## src/rtl/apbuart_pkg.sv

```systemverilog
// Shared definitions for the UART APB completer: CSR offsets, bit positions
// and the APB phase FSM encoding.
package apbuart_pkg;

  localparam logic [7:0] TXDATA_OFS = 8'h00;
  localparam logic [7:0] RXDATA_OFS = 8'h04;
  localparam logic [7:0] STATUS_OFS = 8'h08;
  localparam logic [7:0] CTRL_OFS   = 8'h0C;
  localparam logic [7:0] BAUD_OFS   = 8'h10;

  localparam int CTRL_ENABLE     = 0;
  localparam int CTRL_PARITY_EN  = 1;
  localparam int CTRL_PARITY_ODD = 2;
  localparam int CTRL_TWO_STOP   = 3;

  localparam int STAT_TX_VALID = 0;
  localparam int STAT_RX_FULL  = 1;
  localparam int STAT_OVERRUN  = 2;

  typedef enum logic [1:0] {
    IDLE   = 2'd0,
    SETUP  = 2'd1,
    ACCESS = 2'd2
  } apb_state_e;

endpackage

```

## src/rtl/apbuart_apb_fsm.sv

```systemverilog
// APB3 phase tracker with programmable wait states; emits a one-cycle
// completion strobe and the request fields captured during the setup phase.
module apbuart_apb_fsm
  import apbuart_pkg::*;
#(
  parameter int WAIT_STATES = 1
) (
  input  logic        clk,
  input  logic        rst_n,
  input  logic        psel,
  input  logic        penable,
  input  logic        pwrite,
  input  logic [31:0] paddr,
  input  logic [31:0] pwdata,
  output logic        ready,
  output logic        complete,
  output logic        lat_write,
  output logic [31:0] lat_addr,
  output logic [31:0] lat_wdata
);

  localparam logic [3:0] WAIT_CNT = 4'(WAIT_STATES);

  apb_state_e state;
  apb_state_e state_nx;
  logic [3:0] cnt;
  logic [3:0] cnt_nx;
  logic [3:0] cnt_eff;
  logic       setup_seen;
  logic       in_access;

  // The first access cycle is taken while still in SETUP so that zero wait
  // states complete immediately; cnt_eff is the access-cycle index.
  always_comb begin
    setup_seen = psel & ~penable;
    in_access  = psel & penable & ((state == SETUP) | (state == ACCESS));
    cnt_eff    = (state == ACCESS) ? cnt : 4'd0;
    ready      = in_access & (cnt_eff == WAIT_CNT);
    state_nx   = state;
    cnt_nx     = cnt;
    case (state)
      IDLE: begin
        cnt_nx = 4'd0;
        if (setup_seen) begin
          state_nx = SETUP;
        end else begin
          state_nx = IDLE;
        end
      end
      SETUP, ACCESS: begin
        if (!psel) begin
          state_nx = IDLE;
          cnt_nx   = 4'd0;
        end else if (setup_seen) begin
          state_nx = SETUP;
          cnt_nx   = 4'd0;
        end else if (ready) begin
          state_nx = IDLE;
          cnt_nx   = 4'd0;
        end else begin
          state_nx = ACCESS;
          cnt_nx   = cnt_eff + 4'd1;
        end
      end
      default: begin
        state_nx = IDLE;
        cnt_nx   = 4'd0;
      end
    endcase
  end

  assign complete = ready;

  always_ff @(posedge clk or negedge rst_n) begin
    if (!rst_n) begin
      state <= IDLE;
      cnt   <= 4'd0;
    end else begin
      state <= state_nx;
      cnt   <= cnt_nx;
    end
  end

  always_ff @(posedge clk or negedge rst_n) begin
    if (!rst_n) begin
      lat_write <= 1'b0;
      lat_addr  <= 32'd0;
      lat_wdata <= 32'd0;
    end else if (setup_seen) begin
      lat_write <= pwrite;
      lat_addr  <= paddr;
      lat_wdata <= pwdata;
    end
  end

endmodule

```

## src/rtl/apbuart_apb_slave.sv

```systemverilog
// APB3 completer for the UART: wait-state FSM plus the CSR bank
// (CTRL, BAUD_DIV, STATUS, TX and RX holding registers).
module apbuart_apb_slave
  import apbuart_pkg::*;
#(
  parameter int          WAIT_STATES = 1,
  parameter logic [15:0] BAUD_RST    = 16'd163,
  parameter int          DEC_BITS    = 8
) (
  input  logic        PCLK,
  input  logic        PRESETn,
  input  logic        PSELx,
  input  logic        PENABLE,
  input  logic        PWRITE,
  input  logic [31:0] PADDR,
  input  logic [31:0] PWDATA,
  output logic [31:0] PRDATA,
  output logic        PREADY,
  output logic        PSLVERR,
  output logic [7:0]  tx_data,
  output logic        tx_valid,
  input  logic        tx_ready,
  input  logic [7:0]  rx_data,
  input  logic        rx_valid,
  output logic [3:0]  ctrl,
  output logic [15:0] baud_div
);

  logic                complete;
  logic                lat_write;
  logic [31:0]         lat_addr;
  logic [31:0]         lat_wdata;
  logic [DEC_BITS-1:0] offs;
  logic                aligned;
  logic [31:0]         rd_data;
  logic                err;
  logic                tx_load;
  logic                rx_take;
  logic                ov_clr;
  logic                ctrl_wr;
  logic                baud_wr;
  logic                rd_rx;
  logic                rx_full;
  logic                overrun;
  logic [7:0]          rx_buf;
  logic                unused;

  apbuart_apb_fsm #(
    .WAIT_STATES(WAIT_STATES)
  ) u_fsm (
    .clk      (PCLK),
    .rst_n    (PRESETn),
    .psel     (PSELx),
    .penable  (PENABLE),
    .pwrite   (PWRITE),
    .paddr    (PADDR),
    .pwdata   (PWDATA),
    .ready    (PREADY),
    .complete (complete),
    .lat_write(lat_write),
    .lat_addr (lat_addr),
    .lat_wdata(lat_wdata)
  );

  assign offs    = lat_addr[DEC_BITS-1:0];
  assign aligned = (lat_addr[1:0] == 2'b00);
  assign unused  = ^{lat_addr, lat_wdata};

  // Address decode of the latched request; strobes are qualified by complete later.
  always_comb begin
    rd_data = 32'd0;
    err     = 1'b0;
    tx_load = 1'b0;
    rx_take = 1'b0;
    ov_clr  = 1'b0;
    ctrl_wr = 1'b0;
    baud_wr = 1'b0;
    if (!aligned) begin
      err = 1'b1;
    end else begin
      case (offs)
        DEC_BITS'(TXDATA_OFS): begin
          if (lat_write) begin
            if (tx_valid) begin
              err = 1'b1;
            end else begin
              tx_load = 1'b1;
            end
          end else begin
            rd_data = 32'd0;
          end
        end
        DEC_BITS'(RXDATA_OFS): begin
          if (lat_write || !rx_full) begin
            err = 1'b1;
          end else begin
            rd_data = {24'd0, rx_buf};
            rx_take = 1'b1;
          end
        end
        DEC_BITS'(STATUS_OFS): begin
          if (lat_write) begin
            ov_clr = lat_wdata[STAT_OVERRUN];
          end else begin
            rd_data[STAT_TX_VALID] = tx_valid;
            rd_data[STAT_RX_FULL]  = rx_full;
            rd_data[STAT_OVERRUN]  = overrun;
          end
        end
        DEC_BITS'(CTRL_OFS): begin
          if (lat_write) begin
            ctrl_wr = 1'b1;
          end else begin
            rd_data[CTRL_TWO_STOP:CTRL_ENABLE] = ctrl;
          end
        end
        DEC_BITS'(BAUD_OFS): begin
          if (lat_write) begin
            if (lat_wdata[15:0] == 16'd0) begin
              err = 1'b1;
            end else begin
              baud_wr = 1'b1;
            end
          end else begin
            rd_data[15:0] = baud_div;
          end
        end
        default: err = 1'b1;
      endcase
    end
  end

  assign PRDATA  = (complete && !lat_write) ? rd_data : 32'd0;
  assign PSLVERR = complete & err;
  assign rd_rx   = complete & rx_take;

  // TX holding register: loaded by the bus, drained by the engine handshake.
  always_ff @(posedge PCLK or negedge PRESETn) begin
    if (!PRESETn) begin
      tx_valid <= 1'b0;
      tx_data  <= 8'd0;
    end else if (complete && tx_load) begin
      tx_valid <= 1'b1;
      tx_data  <= lat_wdata[7:0];
    end else if (tx_valid && tx_ready) begin
      tx_valid <= 1'b0;
    end
  end

  // A completing RXDATA read frees the buffer in time for a same-cycle byte.
  always_ff @(posedge PCLK or negedge PRESETn) begin
    if (!PRESETn) begin
      rx_full <= 1'b0;
      rx_buf  <= 8'd0;
      overrun <= 1'b0;
    end else begin
      if (rx_valid && (!rx_full || rd_rx)) begin
        rx_buf  <= rx_data;
        rx_full <= 1'b1;
      end else if (rd_rx) begin
        rx_full <= 1'b0;
      end
      overrun <= (rx_valid && rx_full && !rd_rx) || (overrun && !(complete && ov_clr));
    end
  end

  always_ff @(posedge PCLK or negedge PRESETn) begin
    if (!PRESETn) begin
      ctrl     <= 4'd0;
      baud_div <= BAUD_RST;
    end else begin
      if (complete && ctrl_wr) begin
        ctrl <= {lat_wdata[CTRL_TWO_STOP], lat_wdata[CTRL_PARITY_ODD],
                 lat_wdata[CTRL_PARITY_EN], lat_wdata[CTRL_ENABLE]};
      end
      if (complete && baud_wr) begin
        baud_div <= lat_wdata[15:0];
      end
    end
  end

endmodule

```

## config.mk

```make
export PLATFORM = sky130hd
export DESIGN_NAME = apbuart_apb_slave
export DESIGN_NICKNAME = d
export VERILOG_FILES = /design/src/rtl/apbuart_pkg.sv /design/src/rtl/apbuart_apb_fsm.sv /design/src/rtl/apbuart_apb_slave.sv
export SDC_FILE = /design/constraint.sdc
export NUM_CORES = 1
export LEC_CHECK = 0
export BUFFER_PORTS_ARGS = -buffer_cell sky130_fd_sc_hd__buf_2
export CORE_MARGIN = 4
export CORE_UTILIZATION = 32
export DETAILED_ROUTE_END_ITERATION = 10
export SLEW_MARGIN = 10
export SYNTH_ARGS = -nofsm -noshare
export SYNTH_HDL_FRONTEND = slang
export SYNTH_SLANG_ARGS = --single-unit
```

## constraint.sdc

```tcl
create_clock -name PCLK -period 5.7 [get_ports PCLK]
set_input_delay 0 -clock PCLK [delete_from_list [all_inputs] [get_ports PCLK]]
set_output_delay 0 -clock PCLK [all_outputs]
set_load 0.02 [all_outputs]
```

## Word level (Yosys, flattened, before mapping)

Cells that the tools add are included.

- Mux-type cells: 48
- Bitwise operators: 8
- Reductions and logical operators: 25
- Equal/unequal tests: 7
- $add $sub $neg: 1

Operators by type and width:

| kind | count |
|---|---|
| 32-bit 2-to-1 mux | 2 |
| 16-bit 2-to-1 mux | 2 |
| 1-bit 2-to-1 mux | 28 |
| 4-bit 2-to-1 mux | 6 |
| 12-bit case mux with 2 select lines | 1 |
| 8-bit by 4-bit == test with 1-bit output, second input constant | 2 |
| 16-bit logical NOT | 1 |
| 3-bit case mux with 4 select lines | 1 |
| 1-bit logical AND | 10 |
| 8-bit by 3-bit == test with 1-bit output, second input constant | 1 |
| 8-bit by 5-bit == test with 1-bit output, second input constant | 1 |
| 8-bit logical NOT | 1 |
| 8-bit 2-to-1 mux | 1 |
| 1-bit AND | 6 |
| 2-bit 2-to-1 mux | 3 |
| 4-bit by 1-bit adder with 4-bit output, second input constant | 1 |
| 4-bit by 1-bit == test with 1-bit output, second input constant | 1 |
| 1-bit logical NOT | 4 |
| 2-bit logical NOT | 2 |
| 1-bit case mux with 4 select lines | 1 |
| 2-bit case mux with 2 select lines | 1 |
| 2-bit nonzero test | 2 |
| 2-bit OR reduction | 2 |
| 1-bit logical OR | 3 |
| other kinds (6) | 6 |

- Output and inout port bits: 63
- Register bits after elaboration: 70

## Longest topological paths before layout

Gate-level depths: netlist (run 1).

- Depth after elaboration: 9
- Mapped depth: 9
- Gate-level depth less buffers: 8

## Hierarchy

From an unflattened synthesis (run 1), not the netlist that was laid out.

- Cell total of the unflattened synthesis: 350
- Area total of the unflattened synthesis: 5041.1 um2

Modules (own cells, without submodules):

| module | area an instance (um2) | sequential area each (um2) | cells an instance | instances |
|---|---|---|---|---|
| apbuart_apb_fsm | 2935.3 | 1776.7 | 168 | 1 |
| apbuart_apb_slave | 2105.8 | 980.9 | 182 | 1 |

## Least setup slack after synthesis (run 1)

Ideal clock, no wire load.

- Path kind: reg2reg
- From: register u_fsm.state[0]
- To: register overrun
- Setup slack: 3.439 ns
- Cell stages (with the launch flop): 10
- Buffers on the path: 1
- Data arrival time: 2.139 ns
- Clock period less this slack: 2.261 ns
- Data required time: 5.578 ns
- Cells stage by stage: dfrtp_1 > inv_1 > ha_1 > and2_1 > ha_1 > nand3_1 > inv_1 > clkbuf_1 > nand2_1 > a32o_1

- Cells in the longest elaborated chain, start to end: 8
- Elaborated cells between the ends (all ways): 14
- Classes of those cells: 3 x eq/ne; 1 x mux; 4 x bitwise; 6 x reduce/logical

Ends and longest elaborated chain:

| element | line | text |
|---|---|---|
| start, declared | apbuart_apb_fsm.sv:24 | `apb_state_e state;` |
| start signal, assigned | apbuart_apb_fsm.sv:79 | `state <= state_nx;` |
| 2-bit == test / 2-bit by 1-bit == test with 1-bit output (equally long branches) | apbuart_apb_fsm.sv:36, apbuart_apb_fsm.sv:37 |  |
| 4-bit 2-to-1 mux / 1-bit bitwise OR (equally long branches) | apbuart_apb_fsm.sv:37, apbuart_apb_fsm.sv:36 |  |
| 4-bit by 1-bit == test with 1-bit output / 1-bit AND (equally long branches) | apbuart_apb_fsm.sv:38, apbuart_apb_fsm.sv:36 |  |
| 1-bit AND (*) | apbuart_apb_fsm.sv:38 | `ready = in_access & (cnt_eff == WAIT_CNT);` |
| via PREADY | apbuart_apb_slave.sv:18 | `output logic PREADY,` |
| 1-bit AND / 1-bit logical AND (equally long branches) | apbuart_apb_slave.sv:135, apbuart_apb_slave.sv:163 |  |
| 1-bit logical NOT | apbuart_apb_slave.sv:163 | `overrun <= (rx_valid && rx_full && !rd_rx) \|\| (overrun && !(complete && ov_clr));` |
| 1-bit logical AND | apbuart_apb_slave.sv:163 |  |
| 1-bit logical OR (*) | apbuart_apb_slave.sv:163 |  |
| end signal, assigned | apbuart_apb_slave.sv:163 |  |
| end, declared | apbuart_apb_slave.sv:44 | `logic overrun;` |

Mark *: on every way through the listed nets, which the timed path passes. The rest lies on a longest branch.
A chain may end at the register's enable or synchronous reset.

## Final worst setup path (run 1)

- From: register u_fsm.state[0]
- To: register baud_div[11]

- Cells in the longest elaborated chain, start to end: 5
- Elaborated cells between the ends (all ways): 8
- Classes of those cells: 3 x eq/ne; 1 x mux; 3 x bitwise; 1 x reduce/logical

Ends and longest elaborated chain:

| element | line | text |
|---|---|---|
| 2-bit == test / 2-bit by 1-bit == test with 1-bit output (equally long branches) | apbuart_apb_fsm.sv:36, apbuart_apb_fsm.sv:37 |  |
| 4-bit 2-to-1 mux / 1-bit bitwise OR (equally long branches) | apbuart_apb_fsm.sv:37, apbuart_apb_fsm.sv:36 |  |
| 4-bit by 1-bit == test with 1-bit output / 1-bit AND (equally long branches) | apbuart_apb_fsm.sv:38, apbuart_apb_fsm.sv:36 |  |
| 1-bit AND (*) | apbuart_apb_fsm.sv:38 |  |
| 1-bit logical AND (*) | apbuart_apb_slave.sv:176 | `if (complete && baud_wr) begin` |
| end signal, assigned | apbuart_apb_slave.sv:177 | `baud_div <= lat_wdata[15:0];` |
| end, declared | apbuart_apb_slave.sv:26 | `output logic [15:0] baud_div` |

Every way passes the cells marked *; elsewhere a longest branch is shown, timed or not.

==> flow_summary.json, run 1 <==
{
  "outcome": "completed",
  "synth-edff-count": 0,
  "clk_path_buf_depth": 2,
  "place.gp.congestion": 0.7910,
  "cts-root-buf": "clkbuf_16",
  "portBuffers": 85,
  "final_nets": 510,
  "slowest_stage": "inv_1",
  "max_slew.worst_pin.slew_ns": 0.9142,
  "ant_nets": 0,
  "final_common_cell": "buf_2",
  "grt_pass1_vias": 2836,
  "routed_wl_um": 9364,
  "rsz0062_at_grt": "false",
  "cp.arrival_ns": 3.18,
  "final_util_pct": 43.15,
  "synth_area_leaders": "dfrtp_1 45%, mux2_2 14%, mux2_4 4.1%, buf_4 3.9%, and2_1 2.9%",
  "min_path_cells": 2,
  "yosysSeqAreaShare_pct": 48.30,
  "drc": 0,
  "multi_input_area_sq_um": 1698,
  "drt_iter0_drc": 231,
  "antenna_found_initial": 0,
  "cp_num_cells": 8,
  "reg2reg_from": "u_fsm.state[0]",
  "seq_area_sq_um": 1757,
  "relSlewSlack_pct": 39.05,
  "slowest_delay_ns": 0.49,
  "final_cell_mix": "85 x buf_2, 66 x dfrtp_1, 44 x mux2_2",
  "syn2layout_area_growth_pct": 30.31,
  "drive_gt1_share_pct": 39.68,
  "synth_largest_area_cell": "dfrtp_1",
  "dp_slack_ns": 2.709,
  "fin_crit_sh_pct": 52.12,
  "cts_sinks": 70,
  "ir_drop_uv": 118.7,
  "worst_ep_required_time_ns": 5.91,
  "whs_ns": 0.03902,
  "cellPowerDensity_nw_per_um2": 253.7,
  "crit_fanout": 16,
  "yosysUniqueCellTypes": 47,
  "nFillCells": 1065,
  "reg2reg_to": "baud_div[11]",
  "p_leak_uw": 0.002295,
  "ys_warn_count": 0,
  "firstDrtPassIters": 5,
  "synthCells": 308,
  "routedWlPerCell_um": 16.40,
  "grt.total_usage_pct": 14.58,
  "htree_num_levels": 3,
  "critPathTopFamily": "simple AND/OR/NAND/NOR gates",
  "io_pins": 142,
  "worstSetupPathType": "register to register",
  "cts_tree": "done",
  "finalSetupTns_ns": 0,
  "grt_overflow": 0,
  "slew_violations": 0,
  "grt_max_degree": 71,
  "grt_pass1_wl_um": 15060,
  "ys.flop_type": "dfrtp_1",
  "syn_area_per_cell_sq_um": 11.81,
  "whs_endpoint": "rx_full",
  "syn_area_sq_um": 3637,
  "yosys.area.top_type_share_pct": 45.41,
  "dp.final_hpwl_um": 6647,
  "timing.final.crit_period_ns": 2.971,
  "die_y_um": 114.6,
  "clk_latency_ns": 0.33,
  "vias_per_cell": 5.005,
  "path_cells": "inv_1 > ha_1 > and2_1 > ha_1 > nand3_1 > inv_1 > nand4_4 > mux2_4",
  "hold_start": "rx_valid",
  "clk_pin_slew_ns": 0.06,
  "crit_buf_inv": 2,
  "reg2reg_slack_ns": 2.73,
  "initial_core_util_pct": 33.12,
  "fmaxAchievable_mhz": 336.6,
  "cts_buffers": 9,
  "reg2reg_depth": 8,
  "num_rows": 38,
  "worstHoldPathType": "input pin to register",
  "ys_ff_latch": 70,
  "hold_violations": 0,
  "via_count": 2858,
  "worst_slack_ns": 2.729,
  "critPathCaptureType": "register",
  "start_kind": "register",
  "diodes": 0,
  "die_area_sq_um": 13140,
  "synth-async-reset-ratio_pct": 100.0,
  "post_cts_buffers": 0,
  "cap_violations": 0,
  "core_area_sq_um": 10980,
  "fin_skew_ns": 0.007207,
  "die_w_um": 114.6,
  "report.final.setup_viol": 0
}
## routing by layer
metal  part of all wire, %  GRT usage [%]
met4                   1.1          4.751
met2                    50          23.48
met5                     0              0
met1                    44          19.81
met3                   5.7          2.643
## per-stage QoR
step / area, sq um / power [uW] / instances
2_1_floorplan: 3694 / 641.5 / 323
3_3_place_gp: 4111 / 674.0 / 520
3_5_place_dp: 4111 / 678.6 / 520
4_1_cts: 4740 / 1222 / 571
5_1_grt: 4740 / 1259 / 571
6_report: 4740 / 1202 / 571
## timing repair
item                                    in CTS  in global routing
endpoints found under the hold margin      100                  0
endpoints found under the setup margin       0                  0
hold buffers                                35                  0
gates resized for setup                      0                  0
## sequential cells by signal, summed over array words and instances (netlist names)
| name | flops |
|---|---|
| overrun | 1 |
| u_fsm.lat_addr | 8 |
| ctrl | 4 |
| u_fsm.lat_wdata | 16 |
| baud_div | 16 |
| rx_full | 1 |
| rx_buf | 8 |
| tx_valid | 1 |
| u_fsm.lat_write | 1 |
| u_fsm.state | 2 |
| u_fsm.cnt | 4 |
| tx_data | 8 |
## cells by family after synthesis
kind of cell / after synthesis / share of synthesized area [%]
compound gates: 43 / 9.151
xor+xnor: 3 / 0.7225
fa+ha+maj: 5 / 1.720
buf+inv: 41 / 6.639
flops: 70 / 48.30
mux: 54 / 17.75
other cells: 1 / 0.1031
simple gates: 91 / 15.62
## area by class of cell
cell class | instances | area share [%]
Clock buffer | 11 | 5.121
Timing Repair Buffer | 122 | 16.68
Tap cell | 140 | 3.696
Sequential cell | 70 | 37.06
Multi-Input combinational cell | 212 | 35.82
Clock inverter | 5 | 0.7392
Inverter | 11 | 0.8712
## where the power goes
group / internal [uW] / leakage, uW / switching (uW)
clock network: 305 / 0.000124 / 211
logic: 65.6 / 0.00132 / 60.2
registers: 524 / 0.000855 / 36.2
total: 895 / 0.00229 / 307
## synthesized netlist by cell type, types with 2 or more instances
library cell  number
dfrtp_1           66
mux2_2            44
buf_4             19
nor2_1            19
and2_1            17
nand2_1           14
inv_1             10
mux2_4            10
nand4_1            9
o211ai_1           9
a222oi_1           8
a22oi_1            8
and3_1             6
clkbuf_1           6
ha_1               5
nor4_1             5
o21ai_0            5
dfstp_2            4
nand3_1            4
a22o_1             3
nor2b_1            3
a21o_1             2
a21oi_1            2
a32o_1             2
buf_1              2
buf_6              2
nor3_1             2
or3b_2             2
xnor2_1            2
## worst max-delay path by stage
stage / from / end / slack [ns]
2_1_floorplan: u_fsm.state[0] / overrun / 3.44
3_3_place_gp: u_fsm.state[0] / baud_div[8] / 2.79
3_5_place_dp: u_fsm.state[0] / baud_div[9] / 2.71
4_1_cts: u_fsm.state[0] / baud_div[11] / 2.70
5_1_grt: u_fsm.state[0] / baud_div[8] / 2.48
6_report: u_fsm.state[0] / baud_div[11] / 2.73
## worst reg2reg max path, stage by stage (launching register included)
cell and delay [ns]:
dfrtp_1 0.38, inv_1 0.08, ha_1 0.25, and2_1 0.21, ha_1 0.19, nand3_1 0.34, inv_1 0.50, nand4_4 0.45
mux2_4 0.44
Power figures use the tool's default switching activity.
==> run 2: changes to the inputs <==
==> constraint.sdc (replaced) <==
create_clock -name PCLK -period 2.75 [get_ports PCLK]
set_input_delay 0 -clock PCLK [delete_from_list [all_inputs] [get_ports PCLK]]
set_output_delay 0 -clock PCLK [all_outputs]
set_load 0.02 [all_outputs]
==> flow_summary.json, run 2 (synthesized netlist as in run 1, its figures left out) <==
{
  "outcome": "completed",
  "vias_per_cell": 4.853,
  "htree_num_levels": 3,
  "fin_crit_sh_pct": 92.15,
  "relSlewSlack_pct": 60.25,
  "drive_gt1_share_pct": 41.59,
  "die_y_um": 114.6,
  "dp.final_hpwl_um": 6814,
  "finalPower_uw": 2679,
  "start_kind": "register",
  "antenna_found_initial": 0,
  "wl_met3_um": 519,
  "num_rows": 38,
  "seq_area_sq_um": 1757,
  "core_area_sq_um": 10980,
  "met2_length_um": 4688,
  "io_pins": 142,
  "wirelength_met1_um": 4235,
  "firstDrtPassIters": 5,
  "drc": 0,
  "grt_overflow": 0,
  "place.gp.congestion": 0.7808,
  "grt_pass1_wl_um": 14940,
  "critPathCaptureType": "primary output",
  "multi_input_area_sq_um": 1702,
  "p_leak_uw": 0.002369,
  "cts_tree": "done",
  "ant_nets": 0,
  "cellPowerDensity_nw_per_um2": 551.6,
  "final_cell_mix": "85 x buf_2, 66 x dfrtp_1, 44 x mux2_2",
  "cts_buffers": 9,
  "max_slew.worst_pin.slew_ns": 0.5940,
  "finalSetupTns_ns": 0,
  "timing.final.crit_period_ns": 2.534,
  "fmaxAchievable_mhz": 394.6,
  "reg_top3": "baud_div: 16 flops, u_fsm.lat_wdata: 16 flops",
  "cp.arrival_ns": 2.53,
  "worst_ep_required_time_ns": 2.75,
  "portBuffers": 85,
  "ir_drop_uv": 242.7,
  "routed_wl_um": 9532,
  "diodes": 0,
  "via_count": 2815,
  "clk_pin_slew_ns": 0.06,
  "top_layer": "met4",
  "clk_latency_ns": 0.34,
  "crit_fanout": 8,
  "cts_sinks": 70,
  "syn2layout_area_growth_pct": 33.54,
  "grt_pass1_vias": 2909,
  "cts-root-buf": "clkbuf_16",
  "final_common_cell": "buf_2",
  "final_nets": 519,
  "clk_path_buf_depth": 2,
  "die_w_um": 114.6,
  "initial_core_util_pct": 33.12,
  "grt.total_usage_pct": 14.56,
  "rsz0062_at_grt": "false",
  "worstSetupPathType": "register to primary output",
  "hold_violations": 0,
  "worstHoldPathType": "input pin to register",
  "cap_violations": 0,
  "routedWlPerCell_um": 16.43,
  "fin_skew_ns": 0.01135,
  "drt_iter0_drc": 348,
  "report.final.setup_viol": 0,
  "die_area_sq_um": 13140,
  "nFillCells": 1014,
  "slew_violations": 0,
  "grt_max_degree": 26
}
-- run 2: cell type report --
| type | count | share of cell area [%] |
|---|---|---|
| multi-input cells | 212 | 35.03 |
| flip-flops and latches | 70 | 36.17 |
| clock inverters | 7 | 2.035 |
| inverters | 11 | 0.8501 |
| clock buffers | 9 | 4.637 |
| well taps | 140 | 3.606 |
| repair buffers | 131 | 17.67 |
-- run 2: worst max-delay path, stage by stage, from the launching register on --
cell	delay, ns
dfrtp_1	0.38
inv_1	0.08
ha_2	0.22
and2_1	0.19
ha_1	0.20
inv_1	0.08
nor4b_4	0.28
buf_4	0.18
and3_2	0.27
and2_1	0.15
buf_2	0.16
-- run 2: final timing paths --
kind                                 from                   to  slack (ns)  cells past startpoint
setup / recovery           u_fsm.state[0]           PRDATA[10]        0.22                     10
hold / removal                   rx_valid              rx_full        0.04                      2
setup reg to reg           u_fsm.state[0]              ctrl[0]        0.39                      9
hold reg to reg                   overrun              overrun        0.50                      1
max in group asynchronous         PRESETn          baud_div[1]        1.79                      3
min in group asynchronous         PRESETn  u_fsm.lat_wdata[11]        0.19                      2
-- run 2: what timing repair did --
| item | 4_1_cts | 5_1_grt |
|---|---|---|
| hold buffers | 35 | 0 |
| resized for setup | 0 | 2 |
| buffers inserted | 0 | 0 |
| hold endpoints to repair | 54 | 0 |
| setup endpoints to repair | 0 | 8 |
-- run 2: power breakdown --
group | leakage (uW) | switching (uW) | internal (uW)
registers | 0.000855 | 67.3 | 1090
logic | 0.00136 | 134 | 142
clock network | 0.000156 | 453 | 796
-- run 2: metal layers --
metal / GRT usage [%] / vias up
met1: 19.14 / 1374
li1: - / 1353
met4: 4.751 / 0
met3: 2.590 / 5
met2: 24.25 / 83
met5: 0 / -
-- run 2: per-stage QoR --
stage / setup slack [ns] / utilization, % / std cells / instance area, sq um / hold WS (ns)
after global routing: 0.05257 / 44.22 / 580 / 4857 / 0.04186
final: 0.2159 / 44.22 / 580 / 4857 / 0.04021
after CTS: 0.1000 / 44.19 / 580 / 4853 / 0.02624
after floorplan: 0.4891 / - / 323 / 3694 / -0.2956
after global placement: 0.4168 / 38.05 / 529 / 4179 / -0.01534
after detailed placement: 0.3695 / 38.05 / 529 / 4179 / -0.01385
==> run 3: changes to the inputs <==
--- a/config.mk
+++ b/config.mk
@@ -9,6 +9,7 @@
 export CORE_MARGIN = 4
 export CORE_UTILIZATION = 32
 export DETAILED_ROUTE_END_ITERATION = 10
+export RECOVER_POWER = 100
 export SLEW_MARGIN = 10
 export SYNTH_ARGS = -nofsm -noshare
 export SYNTH_HDL_FRONTEND = slang
==> flow_summary.json, run 3 (synthesized netlist as in run 1, its figures left out) <==
{
  "outcome": "completed",
  "place_inst": 529,
  "finalSetupTns_ns": 0,
  "num_rows": 38,
  "post_cts_buffers": 0,
  "clk_path_buf_depth": 2,
  "final_util_pct": 43.32,
  "htree_num_levels": 3,
  "diodes": 0,
  "start_kind": "register",
  "relSlewSlack_pct": 21.67,
  "grt_overflow": 0,
  "path_cells": "or4_4 > nor4_4 > a22oi_1 > nor3_1 > clkbuf_2",
  "grt.total_usage_pct": 14.56,
  "cts-root-buf": "clkbuf_16",
  "grt_pass1_vias": 2909,
  "p_leak_uw": 0.002160,
  "crit_buf_inv": 1,
  "firstDrtPassIters": 5,
  "final_nets": 519,
  "routed_wl_um": 9471,
  "worstSetupPathType": "register to primary output",
  "reg_top3": "baud_div: 16 flops, u_fsm.lat_wdata: 16 flops",
  "cap_violations": 0,
  "cp.arrival_ns": 2.54,
  "drc": 0,
  "via_count": 2824,
  "routedWlPerCell_um": 16.33,
  "drt_iter0_drc": 305,
  "die_area_sq_um": 13140,
  "grt_max_degree": 26,
  "stdcell_count": 580,
  "reg2reg_depth": 9,
  "antenna_found_initial": 0,
  "min_path_cells": 2,
  "fin_skew_ns": 0.01048,
  "whs_ns": 0.04410,
  "final_common_cell": "dfrtp_1",
  "critPathTopFamily": "simple AND/OR/NAND/NOR gates",
  "slowest_stage": "or4_4",
  "crit_fanout": 8,
  "portBuffers": 85,
  "core_area_sq_um": 10980,
  "die_w_um": 114.6,
  "fin_crit_sh_pct": 92.39,
  "worstHoldPathType": "input pin to register",
  "initial_core_util_pct": 33.12,
  "max_slew.worst_pin.slew_ns": 1.175,
  "timing.final.crit_period_ns": 2.541,
  "cts_tree": "done",
  "cp_num_cells": 5,
  "vias_per_cell": 4.869,
  "fmaxAchievable_mhz": 393.6,
  "hold_violations": 0,
  "cts_sinks": 70,
  "drive_gt1_share_pct": 30.23,
  "place.gp.congestion": 0.7808,
  "dp.final_hpwl_um": 6814,
  "syn2layout_area_growth_pct": 30.82,
  "nFillCells": 1046,
  "cellPowerDensity_nw_per_um2": 561.2,
  "critPathCaptureType": "primary output",
  "slowest_delay_ns": 0.62,
  "rsz0062_at_grt": "false",
  "clk_pin_slew_ns": 0.06,
  "cts_buffers": 9,
  "report.final.setup_viol": 0,
  "clk_latency_ns": 0.33,
  "ant_nets": 0,
  "ir_drop_uv": 241.8,
  "io_pins": 142,
  "worst_ep_required_time_ns": 2.75,
  "grt_pass1_wl_um": 14940,
  "die_y_um": 114.6,
  "final_cell_mix": "66 x dfrtp_1, 44 x mux2_2, 39 x clkbuf_1",
  "slew_violations": 0
}
## run 3: changes by cell type in the layout (fill, tap and decap cells not counted), sizes merged
cell,previous run,this run
buf,96,43
clkbuf,9,62
## run 3: worst paths after layout
kind,startpoint,endpoint,slack [ns]
worst max-delay path,u_fsm.lat_write,PRDATA[3],0.21
worst min-delay path,rx_valid,rx_full,0.04
worst max register to register,u_fsm.state[0],ctrl[0],0.40
worst min register to register,overrun,overrun,0.50
max in group asynchronous,PRESETn,baud_div[2],1.04
min in group asynchronous,PRESETn,u_fsm.lat_wdata[11],0.45
## run 3: routing by layer
| metal | vias to the layer above | global-route usage (%) | share of wire, % |
|---|---|---|---|
| li1 | 1355 | - | - |
| met1 | 1382 | 19.14 | 44 |
| met2 | 82 | 24.25 | 50 |
| met3 | 5 | 2.590 | 4.9 |
| met4 | 0 | 4.751 | 0.94 |
| met5 | - | 0 | 0 |
## run 3: metrics by stage
step           instance area (sq um)  power, uW  setup slack (ns)
2_1_floorplan                   3694       1330            0.4891
4_1_cts                         4853       2706            0.1000
3_3_place_gp                    4179       1403            0.4168
6_report                        4758       2670            0.2092
5_1_grt                         4758       2788           0.03014
3_5_place_dp                    4179       1411            0.3695
## run 3: cell type report
type	count	area [sq um]	share of cell area (%)
Sequential cell	70	1757	36.92
Clock inverter	7	98.84	2.077
Timing Repair Buffer	131	799.5	16.80
Inverter	11	41.29	0.8677
Tap cell	140	175.2	3.681
Clock buffer	9	225.2	4.733
Multi-Input combinational cell	212	1662	34.92
## run 3: what timing repair did
action	in CTS	in global routing
endpoints found under the setup margin	0	8
endpoints found under the hold margin	54	0
gates resized for setup	0	2
hold buffers	35	0
## run 3: power by group
group / internal, uW / switching [uW] / total [uW] / leakage (uW)
Sequential: 1090 / 65.8 / 1150 / 0.000855
Clock: 796 / 449 / 1250 / 0.000156
Combinational: 139 / 133 / 272 / 0.00115
Total: 2020 / 648 / 2670 / 0.00216
## run 3: worst reg2reg max path, stage by stage (launching register included)
cell,delay [ns]
dfrtp_1,0.38
inv_1,0.08
ha_2,0.23
and2_1,0.19
ha_1,0.20
inv_1,0.08
nor4b_4,0.28
buf_4,0.18
and3_1,0.27
mux2_2,0.36
